<file path="src/rtl/password_match_ctrl_if.sv">
// password_match_ctrl_if: shared Address bus, ROM/RAM read data and compare status between controller and memories.
interface password_match_ctrl_if #(
  parameter int ADDR_WIDTH = 16,
  parameter int DATA_WIDTH = 16,
  parameter int MAX_FAILS  = 3
);
  logic                             start;
  logic [ADDR_WIDTH-1:0]            Address;
  logic [DATA_WIDTH-1:0]            Data_ROM;
  logic [DATA_WIDTH-1:0]            Data_RAM;
  logic                             busy;
  logic                             done;
  logic                             match;
  logic                             locked;
  logic [$clog2(MAX_FAILS+1)-1:0]   fail_count;
  modport master (
    input  start, Data_ROM, Data_RAM,
    output Address, busy, done, match, locked, fail_count
  );
  modport slave (
    output start, Data_ROM, Data_RAM,
    input  Address, busy, done, match, locked, fail_count
  );
endinterface

</file>
<file path="src/rtl/password_match_ctrl.sv">
// password_match_ctrl: walks PW_LEN words of ROM and RAM, compares them in constant time,
// counts consecutive failures and enforces a timed lockout.
module password_match_ctrl #(
  parameter int                    ADDR_WIDTH     = 16,
  parameter int                    DATA_WIDTH     = 16,
  parameter int                    PW_LEN         = 4,
  parameter logic [ADDR_WIDTH-1:0] BASE_ADDR      = '0,
  parameter int                    MAX_FAILS      = 3,
  parameter int                    LOCKOUT_CYCLES = 64
) (
  input logic                 clk,
  input logic                 rst,
  password_match_ctrl_if.master bus
);
  localparam int CW = $clog2(PW_LEN + 2);
  localparam int LW = $clog2(LOCKOUT_CYCLES + 1);
  localparam int FW = $clog2(MAX_FAILS + 1);
  typedef enum logic [1:0] {IDLE, RUN, DONE, LOCK} state_t;
  state_t        state_q, state_d;
  logic [CW-1:0] cyc_q, cyc_d;
  logic          mis_q, mis_d;
  logic          match_q, match_d;
  logic [FW-1:0] fail_q, fail_d;
  logic [LW-1:0] lock_q, lock_d;
  always_ff @(posedge clk or posedge rst)
    if (rst) begin
      state_q <= IDLE;
      cyc_q   <= '0;
      mis_q   <= 1'b0;
      match_q <= 1'b0;
      fail_q  <= '0;
      lock_q  <= '0;
    end else begin
      state_q <= state_d;
      cyc_q   <= cyc_d;
      mis_q   <= mis_d;
      match_q <= match_d;
      fail_q  <= fail_d;
      lock_q  <= lock_d;
    end
  // cyc_q counts edges since entering RUN; word k is compared while cyc_q == k+1
  always_comb begin
    state_d = state_q;
    cyc_d   = cyc_q;
    mis_d   = mis_q;
    match_d = match_q;
    fail_d  = fail_q;
    lock_d  = lock_q;
    case (state_q)
      IDLE: if (bus.start) begin
        state_d = RUN;
        cyc_d   = '0;
        mis_d   = 1'b0;
      end
      RUN: begin
        cyc_d = cyc_q + CW'(1);
        mis_d = (cyc_q != '0) ? (mis_q | (bus.Data_ROM != bus.Data_RAM)) : mis_q;
        if (cyc_q == CW'(PW_LEN)) begin
          state_d = DONE;
          match_d = ~mis_d;
          fail_d  = !mis_d ? '0 : (fail_q == FW'(MAX_FAILS)) ? fail_q : fail_q + FW'(1);
        end
      end
      DONE: begin
        state_d = (fail_q == FW'(MAX_FAILS)) ? LOCK : IDLE;
        lock_d  = LW'(LOCKOUT_CYCLES);
      end
      default: begin
        lock_d = lock_q - LW'(1);
        if (lock_q == LW'(1)) begin
          state_d = IDLE;
          fail_d  = '0;
        end
      end
    endcase
  end
  always_comb begin
    bus.Address    = BASE_ADDR + ((state_q == RUN) ?
                     ADDR_WIDTH'((cyc_q >= CW'(PW_LEN - 1)) ? CW'(PW_LEN - 1) : cyc_q) : '0);
    bus.busy       = (state_q == RUN) || (state_q == DONE);
    bus.done       = state_q == DONE;
    bus.locked     = state_q == LOCK;
    bus.match      = match_q;
    bus.fail_count = fail_q;
  end
endmodule

</file>
<file path="src/flat_wrapper.sv">
// flat-port wrapper written by rule: the top's interface ports become plain ports
module password_match_ctrl_flat 
#(
  parameter int                    ADDR_WIDTH     = 16,
  parameter int                    DATA_WIDTH     = 16,
  parameter int                    PW_LEN         = 4,
  parameter logic [ADDR_WIDTH-1:0] BASE_ADDR      = '0,
  parameter int                    MAX_FAILS      = 3,
  parameter int                    LOCKOUT_CYCLES = 64
)
  (clk, rst, bus_start, bus_Data_ROM, bus_Data_RAM, bus_Address, bus_busy, bus_done, bus_match, bus_locked, bus_fail_count);
  password_match_ctrl_if #(.ADDR_WIDTH(ADDR_WIDTH), .DATA_WIDTH(DATA_WIDTH), .MAX_FAILS(MAX_FAILS)) bus_i ();
  input logic clk;
  input logic rst;
  input wire logic [$bits(bus_i.start)-1:0] bus_start;
  input wire logic [$bits(bus_i.Data_ROM)-1:0] bus_Data_ROM;
  input wire logic [$bits(bus_i.Data_RAM)-1:0] bus_Data_RAM;
  output wire logic [$bits(bus_i.Address)-1:0] bus_Address;
  output wire logic [$bits(bus_i.busy)-1:0] bus_busy;
  output wire logic [$bits(bus_i.done)-1:0] bus_done;
  output wire logic [$bits(bus_i.match)-1:0] bus_match;
  output wire logic [$bits(bus_i.locked)-1:0] bus_locked;
  output wire logic [$bits(bus_i.fail_count)-1:0] bus_fail_count;
  assign bus_i.start = bus_start;
  assign bus_i.Data_ROM = bus_Data_ROM;
  assign bus_i.Data_RAM = bus_Data_RAM;
  assign bus_Address = bus_i.Address;
  assign bus_busy = bus_i.busy;
  assign bus_done = bus_i.done;
  assign bus_match = bus_i.match;
  assign bus_locked = bus_i.locked;
  assign bus_fail_count = bus_i.fail_count;
  password_match_ctrl #(.ADDR_WIDTH(ADDR_WIDTH), .DATA_WIDTH(DATA_WIDTH), .PW_LEN(PW_LEN), .BASE_ADDR(BASE_ADDR), .MAX_FAILS(MAX_FAILS), .LOCKOUT_CYCLES(LOCKOUT_CYCLES)) u_core (.clk(clk), .rst(rst), .bus(bus_i));
endmodule
</file>
<file path="config.mk">
export PLATFORM = sky130hd
export DESIGN_NAME = password_match_ctrl_flat
export DESIGN_NICKNAME = d
export VERILOG_FILES = /design/src/rtl/password_match_ctrl_if.sv /design/src/rtl/password_match_ctrl.sv /design/src/flat_wrapper.sv
export SDC_FILE = /design/constraint.sdc
export NUM_CORES = 1
export LEC_CHECK = 0
export ABC_CLOCK_PERIOD_IN_PS = 1700
export BUFFER_PORTS_ARGS = -buffer_cell sky130_fd_sc_hd__buf_4
export CAP_MARGIN = 25
export CORE_AREA = 2 2 67 62
export DETAILED_ROUTE_END_ITERATION = 16
export DIE_AREA = 0 0 69 64
export PLACE_DENSITY = 0.65
export SYNTH_ARGS = -nofsm -noshare
export SYNTH_HDL_FRONTEND = slang
export SYNTH_SLANG_ARGS = --single-unit
</file>
<file path="constraint.sdc">
create_clock -name clk -period 1.7 [get_ports clk]
set_input_delay 0.34 -clock clk [delete_from_list [all_inputs] [get_ports clk]]
set_output_delay 0.34 -clock clk [all_outputs]
set_load 0.01 [all_outputs]
</file>
; After elaboration in Yosys (flattened, before gate mapping)
; Index checks and enable logic that the tools add are counted.
[word_totals]
elab_cells = 52
inputBits = 35
output_inout_bits = 22
reg_bits = 16
[classes]
n_eq_ne = 10
bitwise = 3
muxes = 17
order_cmp = 1
addsub = 3
reduce_logical = 12
[op_table]
columns = operator, n
row1 = $mux W16, 1
row2 = $ne A16 B16 Y1, 1
row3 = $mux W2, 7
row4 = $pmux W7 S2, 1
row5 = $eq A7 B1 Y1 const B, 1
row6 = $sub A7 B1 Y7 const B, 1
row7 = $eq A2 B2 Y1 const B, 3
row8 = $mux W3, 2
row9 = $pmux W2 S3, 1
row10 = $pmux W3 S2, 1
row11 = $pmux W2 S2, 1
row12 = $reduce_and A2 Y1, 2
row13 = $reduce_and A4 Y1, 1
row14 = $reduce_bool A2 Y1, 2
row15 = $reduce_bool A4 Y1, 1
row16 = $reduce_or A2 Y1, 2
row17 = $add A3 B1 Y3 const B, 1
row18 = $eq A3 B3 Y1 const B, 1
row19 = $ge A3 B2 Y1 const B, 1
row20 = $ne A3 B3 Y1 const B, 1
row21 = $reduce_and A3 Y1, 1
row22 = $reduce_bool A3 Y1, 1
row23 = $add A2 B1 Y2 const B, 1
row24 = $eq A2 B1 Y1 const B, 1
row25 = 8 further kinds, 10

; Longest topological paths before layout
[logic_depth]
ltp_word = 6
depth_mapped = 9
ltp_nobuf = 7

; Least setup slack after synthesis
; No wires, ideal clock.
[synth_path]
path_kind = reg2reg
from = register u_core.state_q[0]
to = register u_core.state_q[1]
path_buffers = 1
synth_period_minus_slack_ns = 1.746
path_stages_with_launch = 8
setup_ns = 0.119
setup_slack_ns = -0.046
t_arrival_ns = 1.627
required_ns = 1.581
path_cell_list = dfrtp_1 > inv_1 > ha_1 > or2_1 > clkbuf_1 > o311ai_2 > or3_1 > o21ai_2
[synth_between]
elab_chain_cells = 3
word_cells_on_any_way = 8
classes_between = eq/ne (4) / mux (1) / reduce/logical (3)
[synth_rtl]
columns = item, line_no
row1 = "start, declared", password_match_ctrl.sv:19  ; state_t state_q, state_d;
row2 = "start signal, assigned", password_match_ctrl.sv:34  ; state_q <= state_d;
row3 = "$eq A2 B2 Y1, or another cell as far along", password_match_ctrl.sv:49  ; case (state_q)
row4 = "$reduce_bool A4 Y1 (no line), or another cell as far along", --
row5 = $reduce_and A3 Y1 (no line), --
; Parallel ways exist; a longest one is shown, timed or not.
; A chain may end at the register's enable or synchronous reset.

; Final worst setup path
[layout_path]
from = register u_core.state_q[0]
to = register u_core.fail_q[0], in the netlist u_core.bus.fail_count[0]
[layout_between]
elab_chain_cells = 4
word_cells_on_any_way = 10
classes_between = eq/ne (4) / mux (1) / bitwise (1) / reduce/logical (4)
[layout_rtl]
columns = item, line_no
row1 = $eq A2 B2 Y1 / $logic_not A2 Y1 (equally long branches), password_match_ctrl.sv:49
row2 = $reduce_or A2 Y1 (no line), --
row3 = $not A1 Y1 (no line), --
row4 = $reduce_and A4 Y1 (no line), --
row5 = "end signal, assigned", password_match_ctrl.sv:38  ; fail_q <= fail_d;
row6 = "end, declared", password_match_ctrl.sv:23  ; logic [FW-1:0] fail_q, fail_d;
; Parallel ways exist; a longest one is shown, timed or not.

==> flow_metrics.tcl <==
set metrics [dict create \
    run_status "complete, but fails checks" \
    violations "negative setup slack" \
    wire_per_inst_microns 11.7 \
    clk_latency_ps 250 \
    drt_iter0_drc 64 \
    antenna_found_initial 0 \
    finalSetupViolCount 1 \
    internal_power_mw 1.41 \
    drc 0 \
    synth-xor-area-share 0.108 \
    leakage_nw 0.869 \
    fp.dieArea_sq_um 4420 \
    hold_violations 0 \
    yosys_warnings 0 \
    max-vdd-ir-drop_v 0.000515 \
    syn_inst 148 \
    start_util 0.352 \
    n_antenna_cell 0 \
    fill_cells 369 \
    yosys.area_share.simple 0.181 \
    drtPass1Iterations 4 \
    r2r.worst_path.cells 5 \
    cts_hold_buf 0 \
    grt_pass1_wl_mm 4.99 \
    die_x_microns 69 \
    ys_seq_area_frac 0.309 \
    h-tree-depth 1 \
    drt-vias-per-instance 4.82 \
    cts_buffers 3 \
    crit_arrival_ps 1850 \
    register_area_sq_um 402 \
    rsz0062_at_grt "true" \
    io_buffers 42 \
    layout-drive-gt1-share 0.382 \
    grtUsageTotal 0.138 \
    power_frac_comb 0.612 \
    reg2reg_from "u_core.state_q[0]" \
    max_slew_margin 0.594 \
    clk_pin_slew_ps 70 \
    holdWs_ps 163 \
    grt_pass1_vias 1177 \
    synth_compound_area_frac 0.149 \
    multi_input_area_sq_um 845 \
    timing.final.crit_period_ps 1720 \
    final_cell_count_no_fill 250 \
    fmax_mhz 583 \
    critPathMaxStageDelay_ps 430 \
    period_share 1.01 \
    dp_hpwl_mm 2.25 \
    switching_share 0.423 \
    dp_slack_ps -15.5 \
    ios 57 \
    cts.path.max_buffers 2 \
    ys_types 35 \
    cap_violations 0 \
    maxSlewViolCount 0 \
    wl_mm 2.92 \
    nNetsFinal 252 \
    end_kind "flip-flop" \
    cp-start-kind "flip-flop" \
    p_clk_frac 0.116 \
    synthToLayoutAreaGrowth_pct 41.4 \
    netlist_area_sq_um 1290 \
    synth_area_per_cell_sq_um 8.74 \
    power_density_nw_per_um2 1330 \
    synth.area.mux_share 0.0174 \
    synth_top_family_by_area "simple AND/OR/NAND/NOR gates" \
    utilization 0.497 \
    tns_ps -15.8 \
    cts_root_buf "clkbuf_8" \
    layout_setup_ws_ps -15.8 \
    worstSetupPathType "reg2reg" \
    yosys.area_share.adder 0.106 \
    worstMarginPinSlew_ps 609 \
    seq_power_share 0.271 \
    grt_max_degree 17 \
    cp-endpoint "u_core.bus.fail_count[0]" \
    core_sq_um 3680 \
    post-place-cells 244 \
    crit_slowest_cell "dfrtp_1" \
    ant_nets 0 \
    r2r-end "u_core.bus.fail_count[0]" \
    crit_fanout 6 \
    r2r_slack_ps -20 \
    num_vias 1206 \
    required_ps 1840 \
    gp_congestion 0.818 \
    skew_ps 6.86 \
    p_sw_mw 1.03 \
    die_h_microns 64 \
    critical_path.startpoint "u_core.state_q[0]" \
    synth_seq_cells 16 \
    row_count 21 \
    cts.sinks 16 \
    cts_tree "done" \
    min_path_type "in2async" \
    grt-ovfl-total 0 \
    crit_path_cell_trace "inv_2, ha_1, buf_4, or4_1, o32ai_1" \
]
-- logic make-up (layout without fill, tap and decap cells) --
| logic type | Yosys count | after routing |
|---|---|---|
| simple gates | 44 | 44 |
| other cells | 1 | 14 |
| mux | 2 | 2 |
| flops | 16 | 16 |
| fa+ha+maj | 11 | 11 |
| compound gates | 29 | 29 |
| buf+inv | 29 | 72 |
| xor+xnor | 16 | 16 |
-- critical path, delay by kind of cell, from the launching register on --
kind                       cells  cell delay, ps
buffers and inverters          2             260
DFF                            1             430
adders and majority gates      1             230
and+or+nand+nor                1             400
AOI/OAI and AO/OA              1             280
-- area by class of cell --
cell class | count | share of cell area
clock buffers | 3 | 0.0226
inverters | 11 | 0.0226
multi-input cells | 116 | 0.462
flip-flops and latches | 16 | 0.220
well taps | 46 | 0.0315
repair buffers | 58 | 0.242
-- sequential cells by signal (all words and copies together), names as in the netlist --
register,cells
u_core.cyc_q,3
u_core.lock_q,7
u_core.mis_q,1
u_core.bus.fail_count,2
u_core.state_q,2
u_core.bus.match,1
-- synthesized netlist by cell type --
| cell type | n | area, sq um |
|---|---|---|
| a211o_1 | 1 | 8.76 |
| mux2_2 | 1 | 11.3 |
| buf_2 | 1 | 5.00 |
| nand2_1 | 17 | 63.8 |
| o32ai_1 | 1 | 8.76 |
| nor3_1 | 5 | 25.0 |
| o22ai_1 | 1 | 6.26 |
| o21ai_0 | 8 | 40.0 |
| a31oi_1 | 1 | 6.26 |
| a41oi_1 | 1 | 8.76 |
| o31a_1 | 1 | 8.76 |
| inv_1 | 11 | 41.3 |
| conb_1 | 1 | 3.75 |
| o311ai_2 | 1 | 16.3 |
| xor2_1 | 16 | 140 |
| or4_1 | 1 | 7.51 |
| o21ai_2 | 1 | 8.76 |
| o31ai_1 | 3 | 22.5 |
| ha_1 | 11 | 138 |
| nand4_1 | 2 | 12.5 |
| mux2_1 | 1 | 11.3 |
| or2_1 | 1 | 6.26 |
| nand2b_1 | 1 | 6.26 |
| or3_1 | 3 | 18.8 |
| a21oi_1 | 8 | 40.0 |
| clkbuf_1 | 3 | 11.3 |
| a32o_1 | 1 | 10.0 |
| dfrtp_1 | 16 | 400 |
| and3b_1 | 1 | 8.76 |
| nand3_1 | 5 | 25.0 |
| buf_4 | 14 | 105 |
| o21a_1 | 1 | 7.51 |
| nor4_1 | 5 | 31.3 |
| nor4_4 | 1 | 21.3 |
| nor2_1 | 2 | 7.51 |
-- power by group through the flow --
stage | clock, mW | sequential (mW) | combinational [mW]
final | 0.284 | 0.662 | 1.49
after global routing | 0.313 | 0.683 | 1.70
after CTS | 0.289 | 0.659 | 1.36
after detailed placement | 0 | 0.665 | 1.30
after global placement | 0 | 0.666 | 1.29
after floorplan | 0 | 0.676 | 0.814
-- per-layer routing --
metal,track usage,wire (microns),vias to the layer above
li1,-,-,608
met2,0.210,1330,42
met4,0.0662,50,0
met3,0.0237,130,6
met5,0,0,-
met1,0.188,1400,550
-- cell usage in the layout (no fill, tap or decap), types with 2 or more instances in the layout --
cell type	count
a21oi_1	8
buf_4	56
buf_6	2
clkbuf_8	3
conb_1	14
dfrtp_1	15
ha_1	5
ha_2	4
ha_4	2
inv_1	9
inv_2	2
nand2_1	17
nand3_1	5
nand4_1	2
nor3_1	5
nor4_1	5
o21ai_0	7
o31ai_1	3
or3_1	3
xor2_1	16
-- timing repair --
item,CTS,global route
resized for setup,6,13
pin swaps,0,0
cloned,0,0
endpoints found under the setup margin,3,12
buffers inserted,2,1
-- how the worst min path moves through the flow --
stage	startpoint	end	slack, ps	cells after the start
global placement	rst	u_core.lock_q[2]	460	2
finish	rst	u_core.mis_q	160	2
floorplan	rst	u_core.bus.fail_count[0]	250	1
global route	rst	u_core.state_q[1]	230	2
detailed placement	rst	u_core.lock_q[2]	460	2
CTS	rst	u_core.lock_q[2]	190	2
-- per-stage QoR --
stage	cell area, sq um	power, mW
after global placement	1690	1.95
after global routing	1830	2.70
after CTS	1770	2.31
after detailed placement	1690	1.96
after floorplan	1340	1.49
final	1830	2.44
No activity file was read; power rests on OpenSTA's default activity.
